[src/rtl/load_store_unit.sv]
// RV32I load/store unit: byte/half/word accesses to a 32-bit word memory, with optional
// two-beat handling of accesses that cross a word boundary (enabled by LSU_MISALIGNED_EN).
module load_store_unit (
   input  logic        clk,
   input  logic        reset,
   input  logic        req_valid_i,
   output logic        req_ready_o,
   input  logic        req_store_i,
   input  logic [2:0]  req_funct3_i,
   input  logic [31:0] req_addr_i,
   input  logic [31:0] req_wdata_i,
   output logic        resp_valid_o,
   output logic [31:0] resp_data_o,
   output logic        resp_fault_o,
   output logic [31:0] mem_address_o,
   output logic [31:0] mem_wdata_o,
   output logic [3:0]  mem_wr_en_o,
   output logic [1:0]  mem_load_type_o,
   output logic        mem_read_o,
   input  logic [31:0] mem_rdata_i
);

   typedef enum logic [1:0] {IDLE, ACC0, ACC1, RESP} state_t;

   state_t      state_q, state_d;
   logic        store_q, store_d;
   logic [2:0]  funct3_q, funct3_d;
   logic [31:0] addr_q, addr_d;
   logic [31:0] wdata_q, wdata_d;
   logic [31:0] lo_q, lo_d;
   logic [31:0] hi_q, hi_d;

   always_ff @(posedge clk or posedge reset) begin
      if (reset) begin
         state_q  <= IDLE;
         store_q  <= 1'b0;
         funct3_q <= 3'b000;
         addr_q   <= 32'h0;
         wdata_q  <= 32'h0;
         lo_q     <= 32'h0;
         hi_q     <= 32'h0;
      end else begin
         state_q  <= state_d;
         store_q  <= store_d;
         funct3_q <= funct3_d;
         addr_q   <= addr_d;
         wdata_q  <= wdata_d;
         lo_q     <= lo_d;
         hi_q     <= hi_d;
      end
   end

   logic [1:0]  off;
   logic [3:0]  size;
   logic [3:0]  mask;
   logic        legal;
   logic        split;
   logic        fault;
   logic [7:0]  mask_sh;
   logic [63:0] wdata_sh;
   logic [31:0] word_addr;
   logic [31:0] next_word;
   logic [31:0] rd;
   logic [31:0] ext;

   assign off       = addr_q[1:0];
   assign word_addr = {addr_q[31:2], 2'b00};
   assign next_word = word_addr + 32'd4;

   always_comb begin
      size = 4'd4;
      mask = 4'b1111;
      case (funct3_q[1:0])
         2'b00:   begin size = 4'd1; mask = 4'b0001; end
         2'b01:   begin size = 4'd2; mask = 4'b0011; end
         default: begin size = 4'd4; mask = 4'b1111; end
      endcase
   end

   assign legal = store_q ? (funct3_q inside {3'b000, 3'b001, 3'b010})
                          : (funct3_q inside {3'b000, 3'b001, 3'b010, 3'b100, 3'b101});
   assign split = ({2'b00, off} + size) > 4'd4;

`ifdef LSU_MISALIGNED_EN
   assign fault = !legal;
`else
   assign fault = !legal || split;
`endif

   // Lanes shifted into an 8-byte window: low half is the first word, high half the next.
   assign mask_sh  = {4'b0000, mask} << off;
   assign wdata_sh = {32'h0, wdata_q} << {off, 3'b000};

   assign rd = 32'({hi_q, lo_q} >> {off, 3'b000});

   always_comb begin
      case (funct3_q)
         3'b000:  ext = {{24{rd[7]}}, rd[7:0]};
         3'b001:  ext = {{16{rd[15]}}, rd[15:0]};
         3'b100:  ext = {24'h0, rd[7:0]};
         3'b101:  ext = {16'h0, rd[15:0]};
         default: ext = rd;
      endcase
   end

   always_comb begin
      state_d         = state_q;
      store_d         = store_q;
      funct3_d        = funct3_q;
      addr_d          = addr_q;
      wdata_d         = wdata_q;
      lo_d            = lo_q;
      hi_d            = hi_q;
      req_ready_o     = 1'b0;
      resp_valid_o    = 1'b0;
      resp_data_o     = 32'h0;
      resp_fault_o    = 1'b0;
      mem_address_o   = 32'h0;
      mem_wdata_o     = 32'h0;
      mem_wr_en_o     = 4'b0000;
      mem_load_type_o = 2'b00;
      mem_read_o      = 1'b0;

      case (state_q)
         IDLE: begin
            req_ready_o = 1'b1;
            if (req_valid_i) begin
               store_d  = req_store_i;
               funct3_d = req_funct3_i;
               addr_d   = req_addr_i;
               wdata_d  = req_wdata_i;
               state_d  = ACC0;
            end
         end
         ACC0: begin
            if (fault) begin
               state_d = RESP;
            end else begin
               mem_address_o   = word_addr;
               mem_load_type_o = 2'b10;
               if (store_q) begin
                  mem_wr_en_o = mask_sh[3:0];
                  mem_wdata_o = wdata_sh[31:0];
               end else begin
                  mem_read_o = 1'b1;
                  lo_d       = mem_rdata_i;
               end
`ifdef LSU_MISALIGNED_EN
               state_d = split ? ACC1 : RESP;
`else
               state_d = RESP;
`endif
            end
         end
         ACC1: begin
`ifdef LSU_MISALIGNED_EN
            mem_address_o   = next_word;
            mem_load_type_o = 2'b10;
            if (store_q) begin
               mem_wr_en_o = mask_sh[7:4];
               mem_wdata_o = wdata_sh[63:32];
            end else begin
               mem_read_o = 1'b1;
               hi_d       = mem_rdata_i;
            end
`endif
            state_d = RESP;
         end
         RESP: begin
            resp_valid_o = 1'b1;
            resp_fault_o = fault;
            resp_data_o  = (store_q || fault) ? 32'h0 : ext;
            state_d      = IDLE;
         end
         default: state_d = IDLE;
      endcase
   end

endmodule

[config.mk]
export PLATFORM = sky130hd
export DESIGN_NAME = load_store_unit
export DESIGN_NICKNAME = d
export VERILOG_FILES = /design/src/rtl/load_store_unit.sv
export SDC_FILE = /design/constraint.sdc
export NUM_CORES = 1
export LEC_CHECK = 0
export ABC_AREA = 1
export BUFFER_PORTS_ARGS = -buffer_cell sky130_fd_sc_hd__buf_2
export CAP_MARGIN = 5
export CORE_UTILIZATION = 51
export CTS_CLUSTER_SIZE = 8
export DETAILED_ROUTE_END_ITERATION = 12
export GPL_TIMING_DRIVEN = 1
export PLACE_DENSITY = 0.81
export SKIP_LAST_GASP = 1
export SYNTH_ARGS = -nofsm -noshare
export SYNTH_HDL_FRONTEND = slang
export SYNTH_SLANG_ARGS = --single-unit
export TNS_END_PERCENT = 50
[constraint.sdc]
create_clock -name clk -period 3.7 [get_ports clk]
set_input_delay 0.185 -clock clk [delete_from_list [all_inputs] [get_ports clk]]
set_output_delay 0.185 -clock clk [all_outputs]
set_load 0.05 [all_outputs]
==> results.yml, run 1 <==
clock_tree:
  numCtsBuffers: 9
  path_clk_slew_ns: 0.07
  cts_sinks: 102
  tritoncts: "done"
  hold_buffers: 0
  clock_path_buffers: 2
  root_buffer: "clkbuf_16"
  htreeDepth: 3
  ctsResizeCount: 0
  post_cts_buffers: 0
  clk_latency_ns: 0.34
sta:
  worstMarginPinSlew_ns: 1.00
  maxSlewViolCount: 0
  period_minus_slack_ns: 3.29
  fin_crit_sh_pct: 88.8
  tns_ns: 0
  finalClockSkew_ns: 0.0129
  max_slew_margin_pct: 33.3
  finalHoldViolations: 0
  rsz0062_at_grt: "no"
  finalSetupViolCount: 0
  fmax_mhz: 304
power_and_ir_drop:
  p_total_mw: 6.43
  power_density_nw_per_um2: 872
  leakagePower_nw: 4.18
  peakVddDrop_mv: 0.654
routing:
  vias_per_cell: 5.07
  drt_iter0_drc: 462
  via_count: 5695
  routedWlPerCell_um: 14.1
  wirelength_um: 15800
  drtAntennaViolNets: 0
  dr.pass1.iters: 9
  drc: 11
global_routing:
  grt_pass1_vias: 5259
  grt_max_degree: 82
  overflow: 0
  antenna_found_initial: 1
  grt_pass1_wl_um: 25800
  grt_use_total_pct: 26.0
worst_setup_path:
  end_kind: "output port"
  criticalPathCategory: "reg2out"
  worstPathRequired_ns: 3.51
  worstSetupStartpointType: "flop"
  r2r_setup_slack_ns: 1.12
  cp.arrival_ns: 3.10
  crit_fanout: 26
min_path:
  hold_path_class: "in2reg"
logic_synthesis:
  synth_top_area_share_pct: 41.5
  synth_top_area_cell: "dfrtp_1"
  ys_ff_latch: 102
  yosysWarnings: 0
  netlist_instances: 800
  seq_area_frac_synth_pct: 41.5
  syn_area_per_cell_um2: 7.68
  netlist-cell-type-count: 31
  synthTopCellsByArea: "dfrtp_1 (42%), nand2_1 (12%), nor2_1 (7.4%), a21oi_1 (6.1%), nor2_4 (6.0%)"
  syn_area_um2: 6150
cells_and_area:
  stdcell_count: 1124
  syn_to_final_growth_pct: 19.9
  nets: 1086
  drive_above_1_share_pct: 31.2
floorplan:
  rows: 39
  dieHeight_um: 112
  initial_core_util_pct: 53.2
  die_x_um: 112
  core_um2: 11600
  dieArea_um2: 12500
  io_pins: 209
placed_design:
  hpwl_um: 11500
  port_buffers: 205
  gp_congestion: 0.881
  placed_cells: 1107
job:
  cap_violations: 0
status:
  violations: "design-rule violations"
  status: "finished, violations left"
cells in the mapped netlist:
library cell  count
conb_1            1
inv_4             1
dfrtp_1         102
nand3_1          25
buf_4            10
o211ai_1          8
nand3_4           1
o22ai_1           7
buf_2            23
nand4_4           1
inv_1            91
nand2_1         193
nor3_1            1
o21ai_0          40
nor2_1          121
a32oi_1           1
buf_12            3
nand2_2           2
nor2_2            3
buf_1             1
nand2_4           5
fa_1              1
mux2_2           17
inv_2             6
buf_6             7
clkbuf_1          7
nand3_2           6
o21a_1            1
nor2_4           33
a21oi_1          75
ha_1              7
power by group:
part / total, mW / switching, mW / internal (mW) / leakage [nW]
clock: 0.908 / 0.440 / 0.468 / 0.132
sequential: 1.99 / 0.338 / 1.66 / 1.14
combinational: 3.53 / 2.50 / 1.03 / 2.91
total: 6.43 / 3.28 / 3.15 / 4.18
final timing paths:
| path | to | cells past startpoint | start |
|---|---|---|---|
| worst max-delay path | mem_address_o[4] | 14 | funct3_q[1] |
| min in group asynchronous | addr_q[10] | 2 | reset |
| worst min-delay path | lo_q[22] | 3 | mem_rdata_i[22] |
| worst max register to register | lo_q[7] | 12 | funct3_q[1] |
| worst min register to register | lo_q[27] | 2 | lo_q[27] |
| max in group asynchronous | addr_q[4] | 3 | reset |
cells in the final DEF, fill, tap and decap left out, types with 2 or more instances in the layout:
cell	n
a21oi_1	75
buf_2	205
buf_4	7
clkbuf_16	9
clkinvlp_4	2
conb_1	3
dfrtp_1	101
ha_1	7
inv_1	90
inv_2	6
inv_4	2
inv_6	2
mux2_2	17
nand2_1	192
nand2_4	7
nand3_1	25
nand3_2	6
nor2_1	121
nor2_2	3
nor2_4	33
o211ai_1	8
o21ai_0	40
o22ai_1	7
final cells by class:
cell class                 count  area (µm²)
timing repair buffer         213        1100
fill                        1057        4190
tap                          143         179
antenna                        1        2.50
inverter                      98         373
clock inverter                 6        52.6
sequential                   102        2550
clock buffer                  10         229
multi-input combinational    551        2890
cell families after synthesis:
group,count (synthesis),share of synthesized area [%]
buffers and inverters,149,11.9
AOI/OAI and AO/OA,132,11.3
other,1,0.0610
muxes,17,3.11
adders and majority gates,8,1.75
DFF,102,41.5
and+or+nand+nor,391,30.4
worst max-delay path, cell delays in order, from the launching register on:
cell and delay (ns):
dfrtp_1 0.40, inv_2 0.23, nand2_4 0.14, inv_1 0.11, ha_1 0.19, fa_1 0.41, inv_1 0.06, nand2_1 0.08
nand3_4 0.12, nand2_4 0.07, inv_2 0.07, nand2_4 0.19, buf_12 0.29, nor2_4 0.10, buf_2 0.26
through the flow:
step / worst slack (ns) / util [%] / cell area [µm²] / hold slack, ns
2_1_floorplan: 0.696 / - / 6150 / 0.295
3_3_place_gp: 0.860 / 61.3 / 7090 / 0.382
3_5_place_dp: 0.794 / 61.3 / 7090 / 0.383
4_1_cts: 0.397 / 63.7 / 7370 / 0.0213
5_1_grt: 0.188 / 63.8 / 7370 / 0.0371
6_report: 0.414 / 63.8 / 7370 / 0.0299
state kept, by name, indices dropped and copies added, names as in the netlist:
name      flops
addr_q       32
store_q       1
wdata_q      32
state_q       2
lo_q         32
funct3_q      3
layer usage:
| layer | vias up | track usage, % | routed length [µm] |
|---|---|---|---|
| met5 | - | 0 | 0 |
| met3 | 36 | 4.08 | 1030 |
| met1 | 2593 | 37.2 | 7180 |
| li1 | 2834 | - | - |
| met4 | 0 | 9.91 | 485 |
| met2 | 232 | 39.8 | 7120 |
Power figures use the tool's default switching activity.
==> run 2, diff against run 1 <==
--- a/config.mk
+++ b/config.mk
@@ -8,11 +8,13 @@
 export ABC_AREA = 1
 export BUFFER_PORTS_ARGS = -buffer_cell sky130_fd_sc_hd__buf_2
 export CAP_MARGIN = 5
-export CORE_UTILIZATION = 51
+export CORE_ASPECT_RATIO = 1.75
+export CORE_UTILIZATION = 53
+export CTS_BUF_LIST = sky130_fd_sc_hd__clkbuf_8
 export CTS_CLUSTER_SIZE = 8
 export DETAILED_ROUTE_END_ITERATION = 12
 export GPL_TIMING_DRIVEN = 1
-export PLACE_DENSITY = 0.81
+export PLACE_DENSITY = 0.84
 export SKIP_LAST_GASP = 1
 export SYNTH_ARGS = -nofsm -noshare
 export SYNTH_HDL_FRONTEND = slang
==> results.yml, run 2 (synthesis results as in run 1) <==
status:
  status: "finished, final reports clean"
sta:
  worstMarginPinSlew_ns: 1.01
  finalClockSkew_ns: 0.00922
  finalSetupViolCount: 0
  fin_crit_sh_pct: 94.2
  fmax_mhz: 287
  period_minus_slack_ns: 3.48
  max_slew_margin_pct: 32.8
  finalHoldViolations: 0
  rsz0062_at_grt: "no"
  tns_ns: 0
  maxSlewViolCount: 0
global_routing:
  use_met2_pct: 53.1
  grtUsageMet3_pct: 5.88
  antenna_found_initial: 1
  use_met1_pct: 31.2
  overflow: 0
  top_usage_layer: "met2"
  grt_pass1_wl_um: 26700
  grt_pass1_vias: 5545
  grt_use_total_pct: 28.6
  grt_max_degree: 90
worst_setup_path:
  path_cells: "inv_2, nand2_4, inv_1, ha_1, fa_1, inv_1, nand2_1, nand3_4, nand2_4, inv_2, nand2_4, buf_12, buf_4, nor2_4, buf_2"
  crit_fanout: 15
  end_kind: "output port"
  cp.arrival_ns: 3.30
  cpMostUsedCell: "nand2_4"
  worstSetupStartpointType: "flop"
  max_stage_delay_ns: 0.51
  timing.rr.end: "lo_q[16]"
  r2r_setup_slack_ns: 0.96
  worstPathRequired_ns: 3.51
  r2r-start: "funct3_q[1]"
  criticalPathCategory: "reg2out"
  slowest_stage: "dfrtp_2"
  reg2reg_depth: 13
placed_design:
  gp_congestion: 0.915
  port_buffers: 205
  hpwl_um: 12600
floorplan:
  dieHeight_um: 144
  dieArea_um2: 12100
  initial_core_util_pct: 54.7
  core_um2: 11200
  rows: 51
  io_pins: 209
  die_x_um: 83.4
cells_and_area:
  layout_commonest_cell: "buf_2"
  nets: 1100
  syn_to_final_growth_pct: 21.2
  post-route-util_pct: 66.4
  most-common-layout-cells: "buf_2 (205), nand2_1 (192), nor2_1 (121)"
  top_regs: "addr_q x32, lo_q x32, wdata_q x32"
  drive_above_1_share_pct: 31.3
  fill_cells: 999
clock_tree:
  htreeDepth: 3
  root_buffer: "clkbuf_8"
  post_cts_buffers: 0
  clock_path_buffers: 2
  path_clk_slew_ns: 0.10
  clk_latency_ns: 0.37
  tritoncts: "done"
  cts_sinks: 102
  numCtsBuffers: 9
routing:
  wirelength_um: 17000
  drtAntennaViolNets: 0
  routedWlPerCell_um: 15.1
  drt_iter0_drc: 239
  via_count: 5792
  drc: 0
  dr.pass1.iters: 7
  vias_per_cell: 5.14
power_and_ir_drop:
  peakVddDrop_mv: 0.554
  power_density_nw_per_um2: 854
  leakagePower_nw: 4.23
min_path:
  hold_depth: 3
  hold_path_class: "in2reg"
  worst_hold_startpoint: "mem_rdata_i[1]"
  whs_endpoint: "lo_q[1]"
job:
  cap_violations: 0
-- run 2: cell count changes in the layout (fill, tap and decap cells not counted), moves of 2 or more --
cell           previous run  this run
clkbuf_16                 9         0
buf_12                    1         3
inv_6                     2         0
clkbuf_8                  0        10
dlygate4sd3_1             0        11
-- run 2: per-stage QoR --
step | hold WS, ns | setup WS [ns] | power, mW | cells | instance area [µm²]
after global placement | 0.381 | 0.554 | 5.53 | 1099 | 7120
after CTS | 0.000604 | 0.0439 | 6.38 | 1123 | 7420
after global routing | 0.000520 | 0.0372 | 6.84 | 1127 | 7450
after detailed placement | 0.386 | 0.467 | 5.61 | 1099 | 7120
after floorplan | 0.295 | 0.696 | 4.87 | 802 | 6150
final | 0.00726 | 0.215 | 6.37 | 1127 | 7450
-- run 2: routing by layer --
metal	share of wire, %	up-vias
met5	0	-
met4	3.7	0
met3	6.0	33
met2	54	241
met1	36	2668
li1	-	2850
-- run 2: timing repair --
| item | CTS | global route |
|---|---|---|
| hold buffers | 8 | 3 |
| gates resized for setup | 0 | 1 |
| endpoints found under the setup margin | 0 | 37 |
| endpoints found under the hold margin | 8 | 3 |
-- run 2: final cells by class --
class                   instances  area [µm²]  share of cell area, %
well taps                     132         165                   2.22
clock inverters                 6        77.6                   1.04
inverters                      98         373                   5.00
clock buffers                  10         138                   1.85
repair buffers                227        1260                   16.9
multi-input cells             551        2890                   38.7
flip-flops and latches        102        2550                   34.3
diodes                          1        2.50                 0.0336
-- run 2: worst max path at each step --
stage | startpoint | endpoint | slack (ns)
6_report | funct3_q[1] | mem_address_o[7] | 0.22
2_1_floorplan | funct3_q[0] | mem_wr_en_o[2] | 0.70
4_1_cts | funct3_q[1] | mem_address_o[7] | 0.04
5_1_grt | funct3_q[1] | mem_address_o[7] | 0.04
3_5_place_dp | funct3_q[1] | mem_address_o[7] | 0.47
3_3_place_gp | funct3_q[1] | mem_address_o[9] | 0.55
-- run 2: critical path: cells and delay by family, from the launching register on --
family | cells | cell delay [ns]
adder cells (fa/ha/maj) | 2 | 0.62
AND/OR/NAND/NOR | 6 | 0.61
buffers and inverters | 7 | 1.15
flip-flops | 1 | 0.51
-- run 2: power breakdown --
part / internal [mW] / switching [mW]
combinational: 1.07 / 2.54
sequential: 1.65 / 0.349
clock: 0.343 / 0.414
